===== src/rtl/gray_counter_n.sv =====
// rtl/gray_counter_n.sv - up/down Gray counter with binary mirror, terminal flag and independent Gray-to-binary decoder
module gray_counter_n #(
    parameter int WIDTH = 3,   // 2..16
    parameter int WRAP  = 1    // 1: wrap at terminal value, 0: saturate
) (
    input  logic             clk,
    input  logic             rst,
    input  logic             en,
    input  logic             up,
    input  logic             load,
    input  logic [WIDTH-1:0] load_bin,
    output logic [WIDTH-1:0] gray,
    output logic [WIDTH-1:0] bin,
    output logic             tc,
    input  logic [WIDTH-1:0] dec_in,
    input  logic             dec_vld,
    output logic [WIDTH-1:0] dec_out,
    output logic             dec_vld_out
);

    localparam logic [WIDTH-1:0] MAX_VAL = {WIDTH{1'b1}};
    localparam logic [WIDTH-1:0] MIN_VAL = {WIDTH{1'b0}};

    logic [WIDTH-1:0] bin_q, bin_d;
    logic [WIDTH-1:0] gray_q, gray_d;
    logic             tc_q, tc_d;
    logic [WIDTH-1:0] dec_q, dec_d;
    logic             dec_vld_q;

    // Counter next state: load beats counting; tc only marks a step taken at a terminal value
    always_comb begin
        bin_d = bin_q;
        tc_d  = 1'b0;
        if (load) begin
            bin_d = load_bin;
        end else if (en) begin
            if (up) begin
                if (bin_q == MAX_VAL) begin
                    tc_d  = 1'b1;
                    bin_d = (WRAP != 0) ? MIN_VAL : bin_q;
                end else begin
                    bin_d = bin_q + 1'b1;
                end
            end else begin
                if (bin_q == MIN_VAL) begin
                    tc_d  = 1'b1;
                    bin_d = (WRAP != 0) ? MAX_VAL : bin_q;
                end else begin
                    bin_d = bin_q - 1'b1;
                end
            end
        end
        // Gray is derived from the next binary value so both registers move together
        gray_d = bin_d ^ (bin_d >> 1);
    end

    // Gray-to-binary: bit i is the XOR of all Gray bits from i up to the MSB
    always_comb begin
        dec_d = '0;
        for (int i = 0; i < WIDTH; i++) begin
            dec_d[i] = ^(dec_in >> i);
        end
    end

    // Counter state registers
    always_ff @(posedge clk) begin
        if (rst) begin
            bin_q  <= '0;
            gray_q <= '0;
            tc_q   <= 1'b0;
        end else begin
            bin_q  <= bin_d;
            gray_q <= gray_d;
            tc_q   <= tc_d;
        end
    end

    // Decode channel registers; data holds when no valid input
    always_ff @(posedge clk) begin
        if (rst) begin
            dec_q     <= '0;
            dec_vld_q <= 1'b0;
        end else begin
            dec_vld_q <= dec_vld;
            if (dec_vld) begin
                dec_q <= dec_d;
            end
        end
    end

    assign bin         = bin_q;
    assign gray        = gray_q;
    assign tc          = tc_q;
    assign dec_out     = dec_q;
    assign dec_vld_out = dec_vld_q;

endmodule


===== config.mk =====
export PLATFORM = sky130hd
export DESIGN_NAME = gray_counter_n
export DESIGN_NICKNAME = d
export VERILOG_FILES = /design/src/rtl/gray_counter_n.sv
export SDC_FILE = /design/constraint.sdc
export NUM_CORES = 1
export LEC_CHECK = 0
export ABC_AREA = 1
export CAP_MARGIN = 20
export CORE_MARGIN = 2
export CORE_UTILIZATION = 36
export DETAILED_ROUTE_END_ITERATION = 6
export GPL_TIMING_DRIVEN = 1
export PLACE_DENSITY = 0.72
export SYNTH_ARGS = -nofsm -noshare
export SYNTH_HDL_FRONTEND = slang
export SYNTH_SLANG_ARGS = --single-unit

===== constraint.sdc =====
create_clock -name clk -period 1.18 [get_ports clk]
set_input_delay 0.177 -clock clk [delete_from_list [all_inputs] [get_ports clk]]
set_output_delay 0.177 -clock clk [all_outputs]
set_load 0.01 [all_outputs]

### Yosys cells after proc, flatten, opt, wreduce, memory -nomap -nowiden

Cells that the tools add are included.

| storage, ports and cells | value |
|---|---|
| word-level logic and storage cells | 23 |
| input bits | 12 |
| register bits after elaboration | 11 |
| output and inout bits | 11 |

| operators by class | value |
|---|---|
| bitwise logic cells | 2 |
| equal/unequal tests | 1 |
| muxes and demuxes | 8 |
| reduce and logical (&&, ||, !) cells | 5 |
| $add $sub $neg | 2 |

Operator list:

| operator | count |
|---|---|
| two-way mux 3 bit | 5 |
| XOR reduction 3 bit | 3 |
| adder 3 x 1 -> 3 bit (second input constant) | 1 |
| == test 3 bit (second input constant) | 1 |
| logical NOT 3 bit | 1 |
| two-way mux 1 bit | 3 |
| OR reduction 3 bit | 1 |
| subtractor 3 x 1 -> 3 bit (second input constant) | 1 |
| bitwise XOR 3 x 2 -> 3 bit | 1 |
| NOT 1 bit | 1 |

### Logic depth before layout (Yosys ltp)

| logic depth | value |
|---|---|
| depth after elaboration | 6 |
| gate-level depth with buffers | 12 |
| mapped depth without buffers | 12 |

### Worst setup path after synthesis

No wires, ideal clock.

| timing path | value |
|---|---|
| path type | reg-to-reg |
| start point | register bin_q[0], in the netlist bin[0] |
| end point | register gray_q[1], in the netlist gray[1] |
| period minus slack after synthesis | 1.417 ns |
| slack | -0.237 ns |
| cell stages (with the launch flop) | 12 |
| arrival | 1.308 ns |
| cell sequence | dfxtp_1 > inv_1 > ha_1 > inv_1 > o21ai_0 > nand2_1 > nand2_1 > nand2_1 > nand2_2 > nand3_1 > nand2_1 > inv_1 |

| between the ends | value |
|---|---|
| cells in the longest elaborated chain, start to end | 6 |
| elaborated cells between the ends (all ways) | 10 |

RTL lines:

| element | RTL line | RTL |
|---|---|---|
| from (decl) | 24 | `logic [WIDTH-1:0] bin_q, bin_d;` |
| from (signal assigned) | 72 | `bin_q <= bin_d;` |
| subtractor 3 x 1 -> 3 bit, or another cell as far along | 49 | `bin_d = bin_q - 1'b1;` |
| two-way mux 3 bit, on equally long branches | 45, 38 |  |
| two-way mux 3 bit (*) | 37 | `if (up) begin` |
| two-way mux 3 bit (*) | 36 | `end else if (en) begin` |
| two-way mux 3 bit (*) | 34 | `if (load) begin` |
| bitwise XOR 3 x 2 -> 3 bit (*) | 54 | `gray_d = bin_d ^ (bin_d >> 1);` |
| to (signal assigned) | 73 | `gray_q <= gray_d;` |
| to (decl) | 25 | `logic [WIDTH-1:0] gray_q, gray_d;` |

Mark *: on every way between the ends. The rest lies on a longest branch, timed or not.
A chain may end at the register's enable or synchronous reset.

### Worst setup path after layout

| timing path | value |
|---|---|
| start point | register bin_q[0], in the netlist bin[0] |
| end point | register gray_q[0], in the netlist gray[0] |

| between the ends | value |
|---|---|
| cells in the longest elaborated chain, start to end | 6 |
| elaborated cells between the ends (all ways) | 10 |

RTL lines:

| element | RTL line |
|---|---|
| subtractor 3 x 1 -> 3 bit, or another cell as far along | 49 |
| two-way mux 3 bit, on equally long branches | 45, 38 |
| two-way mux 3 bit | 37 |
| two-way mux 3 bit (*) | 36 |
| two-way mux 3 bit (*) | 34 |
| bitwise XOR 3 x 2 -> 3 bit (*) | 54 |

Marked as above.

==> impl_results.md <==
* Run status: finished, violations left
* Failing checks: setup timing
* Vias per Instance at 4.540
* Endpoint class of the critical path: flop
* CP Data Arrival Time at approximately 1.5 ns
* Core Util, Final at between 60% and 70%
* Tmin final at about 1.3 ns
* DRC at 0
* Req. time, crit path at 1.38 ns
* Slew margin rel. at a little over four fifths
* Fraction of layout cells with a size suffix above 1 at 27.27%
* Setup tns final at -0.4518 ns
* Total power at 0.8702 mW
* Grt total ovfl at 0
* CTS tree: yes
* Fin crit share at 113.0%
* Total GRT Usage at 15.02%
* # setup viols final at 5
* Fmax at 750.0 MHz
* Avg Cell Area, Syn at 6.985 um^2
* Max Clock Skew at 0.004338 ns
* Crit path max fanout at 3
* Worst VDD drop at 0.0006104 V
* Synthesized flop and latch total at 10
* Routed WL per cell at 9.722 um
* Die area at 1862 um^2
* Yosys cell types at 17
* Clock-pin slew on the worst setup and hold paths at 0.06 ns
* Initial Util at between 30% and 40%
* Boundary Pins at 23
* Placed Instances at 123
* YS warnings at 0
* Leading area contributor after synthesis: dfxtp_1
* Crit-path max cell delay at 0.34 ns
* Setup WS pre-CTS at -0.2199 ns
* Final GP Congestion at 0.8054
* First-pass GRT wire length at about 2100 um
* Total number of vias at 572
* Vias in the first global route at 567
* DR iter-0 viols at 4
* Synthesis-to-layout area growth at 61.45%
* Total CTS buffers at 3
* Crit path kind: reg -> reg
* Slew @ Worst Pin at 0.2295 ns
* RSZ-0062 raised after global routing: yes
* Worst path most repeated cell: nand2_1
* First-pass DRT Iterations at 3
* Max-cap violations at 0
* Sink Count at 10
* Synth top area cells: dfxtp_1 (36%), nand2_1 (11%), inv_1 (9.5%), ha_1 (9.1%), nor2_1 (6.8%)
* H-tree Lvls at 1
* Post-CTS setup buffers at 0
* Clk buf depth at 2
* Number of I/O port buffers at 22
* Initial antenna violation count at 0
* Worst skew pair latency at 0.25 ns
* Die width at 43.15 um
* Die H at 43.15 um
* DP HPWL at 1021 um
* Fin. Hold Viols at 0
* Leakage dissipation at about 0.47 nW
* Core ar. at 1471 um^2
* Antenna Nets Post-Route at 0
* Synthesized area at about 550 um^2
* Fillers at between 150 and 200
* Critical Path Start Type: flop
* Syn Nets at 95
* Seq/Total Area, Yosys at a little over a third
* Max-slew violations at 0
* # nets final at 128
* Final std cells w/o fill at roughly 130
* Largest net degree at the start of global routing at 8
* Slowest-stage cell, CP: dfxtp_2
* Critical-path cell list: inv_2 > ha_4 > inv_2 > o21ai_2 > nand2_1 > nand2_1 > nand2_1 > nand2_2 > nand2_2 > inv_2 > nand2_2 > nand2_1
* Yosys top cell area share at 36.28%
* Hold WC Path Type: reg -> reg
* Post-Syn Instances at 79
* Final worst slack at -0.1533 ns
* Site Rows at 14
* Wirelength, routed at 1225 um
* P per Cell Area at 976.8 nW/um^2
* CTS Root Cell: clkbuf_4
* Diodes inserted at 0
cell families after synthesis:
kind of cell	synth area share, %
buf+inv	12.25
xor+xnor	4.763
flops	36.28
fa+ha+maj	9.071
compound gates	10.88
simple gates	26.76
layout make-up:
class / instances / area (um^2) / area share (%)
clock buffers: 3 / 22.52 / 2.528
flip-flops and latches: 10 / 206.4 / 23.17
well taps: 16 / 20.02 / 2.247
inverters: 16 / 60.06 / 6.742
multi-input cells: 52 / 322.8 / 36.24
repair buffers: 29 / 259.0 / 29.07
worst max-delay path, delay by kind of cell, from the launching register on:
family                     cells  cell delay [ns]
and+or+nand+nor                7             0.42
DFF                            1             0.34
adders and majority gates      1             0.27
buffers and inverters          3             0.16
AOI/OAI and AO/OA              1             0.09
power breakdown:
group | switching [mW] | leakage [nW] | internal [mW]
Combinational | 0.130 | 0.370 | 0.143
Clock | 0.0980 | 0.0138 | 0.117
Sequential | 0.0164 | 0.0842 | 0.366
metal layers:
metal	vias up	wire (um)	global-route usage [%]
met5	-	0	0
met4	0	6	10.30
met3	2	66	2.128
met2	17	627	24.78
met1	250	524	17.57
li1	303	-	-
stage by stage:
step,hold WS (ns),area [um^2]
floorplan,0.2429,583.1
global placement,0.5140,868.3
detailed placement,0.5238,868.3
CTS,0.5400,887.1
global route,0.5582,890.9
finish,0.5382,890.9
registers in the layout (all words and copies together), names as in the netlist:
name	count
bin	3
dec_out	3
gray	2
dec_vld_out	1
tc	1
cell usage in the layout, fill, tap and decap left out, types with 2 or more instances in the layout:
| cell type | Yosys | layout |
|---|---|---|
| nand3_1 | 5 | 4 |
| nand2_2 | 3 | 4 |
| clkdlybuf4s50_1 | 0 | 11 |
| dlygate4sd2_1 | 0 | 11 |
| xnor2_1 | 2 | 2 |
| nor2_1 | 10 | 10 |
| inv_1 | 14 | 11 |
| a21oi_1 | 4 | 4 |
| nand2_1 | 16 | 15 |
| buf_4 | 1 | 7 |
| dfxtp_1 | 10 | 7 |
| inv_2 | 2 | 5 |
| ha_4 | 0 | 2 |
| o21ai_0 | 3 | 2 |
| dfxtp_2 | 0 | 2 |
| clkbuf_4 | 0 | 3 |
what timing repair did:
item / CTS / global route
endpoints found under the setup margin: 16 / 5
resized for setup: 14 / 1
hold buffers: 0 / 0
pin swaps: 1 / 3
gates cloned: 0 / 0
synth_stat cells (all sizes together):
cell type  number
ha              4
nand3           5
o21ai           4
a21boi          1
xnor2           2
nor2           11
xor2            1
dfxtp          10
inv            16
nand2          19
buf             1
a21oi           5
path summary, 6_finish.rpt:
check	slack, ns	start	depth (start not counted)	to
worst max-delay path	-0.15	bin[0]$_SDFF_PP0_	12	gray[0]$_SDFF_PP0_
worst min-delay path	0.54	dec_out[2]$_SDFFE_PP0P_	2	dec_out[2]$_SDFFE_PP0P_
worst max register to register	-0.15	bin[0]$_SDFF_PP0_	12	gray[0]$_SDFF_PP0_
worst min register to register	0.54	dec_out[2]$_SDFFE_PP0P_	2	dec_out[2]$_SDFFE_PP0P_
Power figures use the tool's default switching activity.
